==> src/rtl/dmr_response_splitter.sv <==
// DMR return path: masks compared requests, tracks outstanding OBI transactions and
// replicates bus responses to all harts. Optional macro: DMR_RESP_ERR_CNT_EN (err_count_o).
package dmr_obi_pkg;
  typedef struct packed {
    logic        req;
    logic        we;
    logic [3:0]  be;
    logic [31:0] addr;
    logic [31:0] wdata;
  } obi_req_t;

  typedef struct packed {
    logic        gnt;
    logic        rvalid;
    logic [31:0] rdata;
  } obi_resp_t;
endpackage

module dmr_response_splitter
  import dmr_obi_pkg::*;
#(
  parameter int NHARTS          = 2,
  parameter int MAX_OUTSTANDING = 2
) (
  input  logic                    clk_i,
  input  logic                    rst_i,
  input  obi_req_t                compared_core_instr_req_i,
  input  obi_req_t                compared_core_data_req_i,
  output obi_req_t                bus_instr_req_o,
  output obi_req_t                bus_data_req_o,
  input  obi_resp_t               bus_instr_resp_i,
  input  obi_resp_t               bus_data_resp_i,
  output obi_resp_t [NHARTS-1:0]  core_instr_resp_o,
  output obi_resp_t [NHARTS-1:0]  core_data_resp_o,
  input  logic                    error_i,
  output logic                    recovery_req_o,
  input  logic                    recovery_ack_i,
  output logic                    blocked_o,
`ifdef DMR_RESP_ERR_CNT_EN
  output logic [7:0]              err_count_o,
`endif
  output logic                    protocol_err_o
);

  localparam int CW = $clog2(MAX_OUTSTANDING + 1);
  localparam logic [CW-1:0] MAX_CNT = CW'(MAX_OUTSTANDING);

  typedef enum logic [1:0] {
    RUN     = 2'd0,
    DRAIN   = 2'd1,
    RECOVER = 2'd2
  } state_e;

  state_e        state_q, state_d;
  logic [CW-1:0] cnt_i_q, cnt_i_d;
  logic [CW-1:0] cnt_d_q, cnt_d_d;
  logic          rec_q, rec_d;
  logic          blocked_q, blocked_d;
  logic          perr_q, perr_d;
  logic          allow_i, allow_d;
  logic          hs_i, hs_d;

  // A simultaneous grant and response leave the count unchanged.
  function automatic logic [CW-1:0] next_cnt(
    input logic [CW-1:0] cnt,
    input logic          hs,
    input logic          rv
  );
    if (hs && !rv) return cnt + CW'(1);
    if (rv && !hs && cnt != '0) return cnt - CW'(1);
    return cnt;
  endfunction

  assign allow_i = (state_q == RUN) && (cnt_i_q < MAX_CNT) && !error_i;
  assign allow_d = (state_q == RUN) && (cnt_d_q < MAX_CNT) && !error_i;

  always_comb begin
    bus_instr_req_o     = compared_core_instr_req_i;
    bus_instr_req_o.req = compared_core_instr_req_i.req & allow_i;
    bus_data_req_o      = compared_core_data_req_i;
    bus_data_req_o.req  = compared_core_data_req_i.req & allow_d;
  end

  assign hs_i = bus_instr_req_o.req & bus_instr_resp_i.gnt;
  assign hs_d = bus_data_req_o.req & bus_data_resp_i.gnt;

  always_comb begin
    for (int h = 0; h < NHARTS; h++) begin
      core_instr_resp_o[h]     = bus_instr_resp_i;
      core_instr_resp_o[h].gnt = hs_i;
      core_data_resp_o[h]      = bus_data_resp_i;
      core_data_resp_o[h].gnt  = hs_d;
    end
  end

  always_comb begin
    state_d = state_q;
    unique case (state_q)
      RUN:     if (error_i) state_d = DRAIN;
      DRAIN:   if (cnt_i_q == '0 && cnt_d_q == '0) state_d = RECOVER;
      RECOVER: if (recovery_ack_i) state_d = RUN;
      default: state_d = RUN;
    endcase
    cnt_i_d   = next_cnt(cnt_i_q, hs_i, bus_instr_resp_i.rvalid);
    cnt_d_d   = next_cnt(cnt_d_q, hs_d, bus_data_resp_i.rvalid);
    rec_d     = (state_d == RECOVER);
    blocked_d = (state_d != RUN);
    perr_d    = perr_q
              | (bus_instr_resp_i.rvalid && cnt_i_q == '0)
              | (bus_data_resp_i.rvalid && cnt_d_q == '0);
  end

  always_ff @(posedge clk_i) begin
    if (rst_i) begin
      state_q   <= RUN;
      cnt_i_q   <= '0;
      cnt_d_q   <= '0;
      rec_q     <= 1'b0;
      blocked_q <= 1'b0;
      perr_q    <= 1'b0;
    end else begin
      state_q   <= state_d;
      cnt_i_q   <= cnt_i_d;
      cnt_d_q   <= cnt_d_d;
      rec_q     <= rec_d;
      blocked_q <= blocked_d;
      perr_q    <= perr_d;
    end
  end

  assign recovery_req_o = rec_q;
  assign blocked_o      = blocked_q;
  assign protocol_err_o = perr_q;

`ifdef DMR_RESP_ERR_CNT_EN
  logic [7:0] err_cnt_q, err_cnt_d;

  // Counts error episodes, saturating at the top.
  always_comb begin
    err_cnt_d = err_cnt_q;
    if (state_q == RUN && error_i && err_cnt_q != 8'hFF)
      err_cnt_d = err_cnt_q + 8'd1;
  end

  always_ff @(posedge clk_i) begin
    if (rst_i) err_cnt_q <= 8'd0;
    else       err_cnt_q <= err_cnt_d;
  end

  assign err_count_o = err_cnt_q;
`endif

endmodule

==> config.mk <==
export PLATFORM = sky130hd
export DESIGN_NAME = dmr_response_splitter
export DESIGN_NICKNAME = d
export VERILOG_FILES = /design/src/rtl/dmr_response_splitter.sv
export SDC_FILE = /design/constraint.sdc
export NUM_CORES = 1
export LEC_CHECK = 0
export CAP_MARGIN = 5
export CORE_AREA = 2 2 193 195
export CTS_CLUSTER_SIZE = 30
export DETAILED_ROUTE_END_ITERATION = 8
export DIE_AREA = 0 0 195 197
export PLACE_DENSITY = 0.33
export SYNTH_ARGS = -nofsm -noshare
export SYNTH_HDL_FRONTEND = slang
export SYNTH_SLANG_ARGS = --single-unit
==> constraint.sdc <==
create_clock -name clk_i -period 2.4 [get_ports clk_i]
set_input_delay 0.48 -clock clk_i [delete_from_list [all_inputs] [get_ports clk_i]]
set_output_delay 0.48 -clock clk_i [all_outputs]
set_load 0.05 [all_outputs]
==> impl_metrics.tcl <==
set metrics [dict create \
    r2r-start "state_q[0]" \
    stdcell_count 561 \
    path_max_fanout 8 \
    grt_first_pass_wirelength_um 9130 \
    powerDensity_nw_per_um2 583 \
    synth.mux.area_fraction_pct 0 \
    p_sw_share_pct 35.9 \
    hold_class "flop to flop" \
    drtPass1Iterations 4 \
    cts_tree "yes" \
    antenna_found_initial 0 \
    hold_buffers 0 \
    cts.sinks 9 \
    synth_nets 547 \
    grt.total_usage_pct 3.58 \
    cp.arrival_ns 1.84 \
    status "completed" \
    synthCells 333 \
    synth-simple-area-share_pct 5.55 \
    netlist_area_um2 2570 \
    grt_max_degree 9 \
    drt_iter0_drc 72 \
    root_buffer "clkbuf_16" \
    fmax_mhz 431 \
    drv_cap 0 \
    die_x_um 195 \
    holdWs_ns 0.519 \
    fillers 4333 \
    hold_end "protocol_err_o" \
    p_comb_share_pct 44.1 \
    crit_path_end_kind "output pin" \
    r2r_cells 4 \
    dpl.cell_count 557 \
    min_from "protocol_err_o" \
    worst_slack_ns 0.0798 \
    rr_endpoint "cnt_i_q[1]" \
    required_ns 1.92 \
    slowest_stage "or3_4" \
    intPower_w 0.000585 \
    worst_pin_slew_ns 0.546 \
    crit_type "input pin to output pin" \
    via_per_inst 1.69 \
    synth_area_per_cell_um2 7.72 \
    holdPathStages 2 \
    slowest_delay_ns 0.43 \
    htreeDepth 1 \
    p_clk_share_pct 32.6 \
    hold_viol 0 \
    wl_um 7450 \
    max_slew_margin_pct 63.5 \
    initial_core_util_pct 7.09 \
    reg2reg_setup_slack_ns 0.66 \
    fp-row-count 70 \
    area_delta_synth_final_pct -39.2 \
    clock_path_buffers 2 \
    drv_slew 0 \
    yosysUniqueCellTypes 27 \
    finalCritPeriodShare_pct 96.7 \
    finalWeightedCongestion 0.582 \
    finalNetCount 308 \
    p_sw_w 0.000327 \
    fin_util_pct 4.31 \
    drive_gt1_share_pct 30.1 \
    fin_worst_skew_ns 0.00224 \
    wire_per_inst_um 13.3 \
    pin_count 491 \
    synth_fa_ha_area_share_pct 0.973 \
    die_h_um 197 \
    pre_cts_ws_ns -0.0113 \
    setup_viol 0 \
    synth-seq-area-share_pct 7.01 \
    drc 0 \
    ir_drop_mv 0.208 \
    antenna_left 0 \
    synth-compound-area-share_pct 5.01 \
    setup_tns_ns 0 \
    clk_pin_slew_ns 0.04 \
    fp.dieArea_um2 38400 \
    grt_pass1_vias 1045 \
    grt_overflow 0 \
    fp.coreArea_um2 36300 \
    path_cells "clkdlybuf4s50_1 > or3_4 > nor3b_1 > buf_4 > buf_12" \
    vias 946 \
    yosysWarnings 0 \
    cts_buffers 3 \
    cts_setup_buffers 0 \
    critPathLaunchType "input pin" \
    yosys.area_share.xor_xnor_pct 0 \
    post-dp-hpwl_um 6220 \
    clk_latency_ns 0.24 \
    io_buffers 22 \
    seq_power_share_pct 23.3 \
    synth_top_family_by_area "buffers and inverters" \
    rsz0062_at_grt "false" \
    final.min_clock_period_ns 2.32 \
    diodes 0 \
    leakagePower_nw 0.394 \
    ys_seq_elements 9 \
]
[metal layers]
layer	wire, µm	GRT usage, %	up-vias
li1	-	-	287
met1	1860	2.60	333
met2	3000	4.92	207
met3	1510	3.01	119
met4	1070	5.12	0
met5	0	0	-
[cell usage in the layout (no fill, tap or decap), types with 2 or more instances in the layout]
master / synthesis / routed
a2111o_1: 2 / 2
a21oi_1: 3 / 3
buf_12: 0 / 10
buf_4: 274 / 10
clkbuf_16: 0 / 3
clkdlybuf4s50_1: 0 / 12
dfxtp_1: 9 / 9
ha_1: 2 / 2
inv_1: 6 / 6
nand2_1: 6 / 6
nand2b_1: 3 / 3
nand3b_1: 2 / 2
nor2_1: 4 / 4
nor3b_1: 3 / 2
o2111ai_1: 2 / 2
o311ai_0: 2 / 2
or2_2: 2 / 2
[final cells by class]
class | instances | area (µm²) | share of cell area (%)
inverters | 6 | 22.5 | 1.44
well taps | 468 | 586 | 37.4
multi-input cells | 42 | 302 | 19.3
flip-flops and latches | 9 | 180 | 11.5
repair buffers | 32 | 395 | 25.3
clock buffers | 4 | 78.8 | 5.04
[state kept, by name, summed over array words and instances, names as in the netlist]
name,count
protocol_err_o,1
cnt_i_q,2
state_q,2
blocked_o,1
recovery_req_o,1
cnt_d_q,2
[worst max-delay path by stage]
| stage | depth (start not counted) | endpoint | from | slack (ns) |
|---|---|---|---|---|
| finish | 5 | bus_instr_req_o[69] | error_i | 0.08 |
| global route | 5 | bus_instr_req_o[69] | error_i | 0.01 |
| CTS | 5 | bus_data_req_o[69] | error_i | 0.03 |
| detailed placement | 5 | bus_data_req_o[69] | error_i | -0.01 |
| global placement | 5 | bus_data_req_o[69] | error_i | -0.04 |
| floorplan | 3 | bus_data_req_o[69] | error_i | -0.24 |
[worst max-delay path, delay by kind of cell]
kind,cells,cell delay [ns]
buffers and inverters,3,0.69
and+or+nand+nor,2,0.67
[synth_stat cells]
cell	instances	area (µm²)
dfxtp_1	9	180
o221a_2	1	11.3
nor3b_1	3	22.5
nor2_1	4	15.0
a21oi_1	3	15.0
inv_1	6	22.5
or3_4	1	11.3
o21ai_0	1	5.00
nand3b_1	2	15.0
a2111oi_0	1	8.76
o2111ai_1	2	17.5
o21bai_1	1	7.51
nand2_1	6	22.5
or2_2	2	12.5
or4_1	1	7.51
buf_6	1	11.3
clkbuf_1	1	3.75
nand2b_1	3	18.8
a2111o_1	2	22.5
a221oi_1	1	8.76
a311oi_1	1	8.76
nand4b_1	1	8.76
buf_4	274	2060
o311ai_0	2	17.5
ha_1	2	25.0
a31oi_1	1	6.26
and3b_1	1	8.76
[through the flow]
step           instance area (µm²)  total power (W)
6_report                      1560         0.000912
2_1_floorplan                 2570          0.00164
4_1_cts                       1560         0.000933
3_5_place_dp                  1480         0.000623
5_1_grt                       1560         0.000981
3_3_place_gp                  1480         0.000626
[cell families after synthesis]
group | count (synthesis)
AOI/OAI and AO/OA | 16
and+or+nand+nor | 24
adders and majority gates | 2
DFF | 9
buffers and inverters | 282
[power groups by stage]
| stage | clock network, W | registers, W | logic, W |
|---|---|---|---|
| final | 0.000298 | 0.000212 | 0.000402 |
| after global routing | 0.000320 | 0.000220 | 0.000442 |
| after CTS | 0.000310 | 0.000214 | 0.000408 |
| after detailed placement | 0 | 0.000216 | 0.000407 |
| after global placement | 0 | 0.000216 | 0.000409 |
| after floorplan | 0 | 0.000237 | 0.00140 |
[repair_timing]
item,CTS,global route
endpoints found under the setup margin,1,1
endpoints found under the hold margin,0,0
pin swaps,1,0
resized for setup,0,1
(Power assumes the default switching activity.)
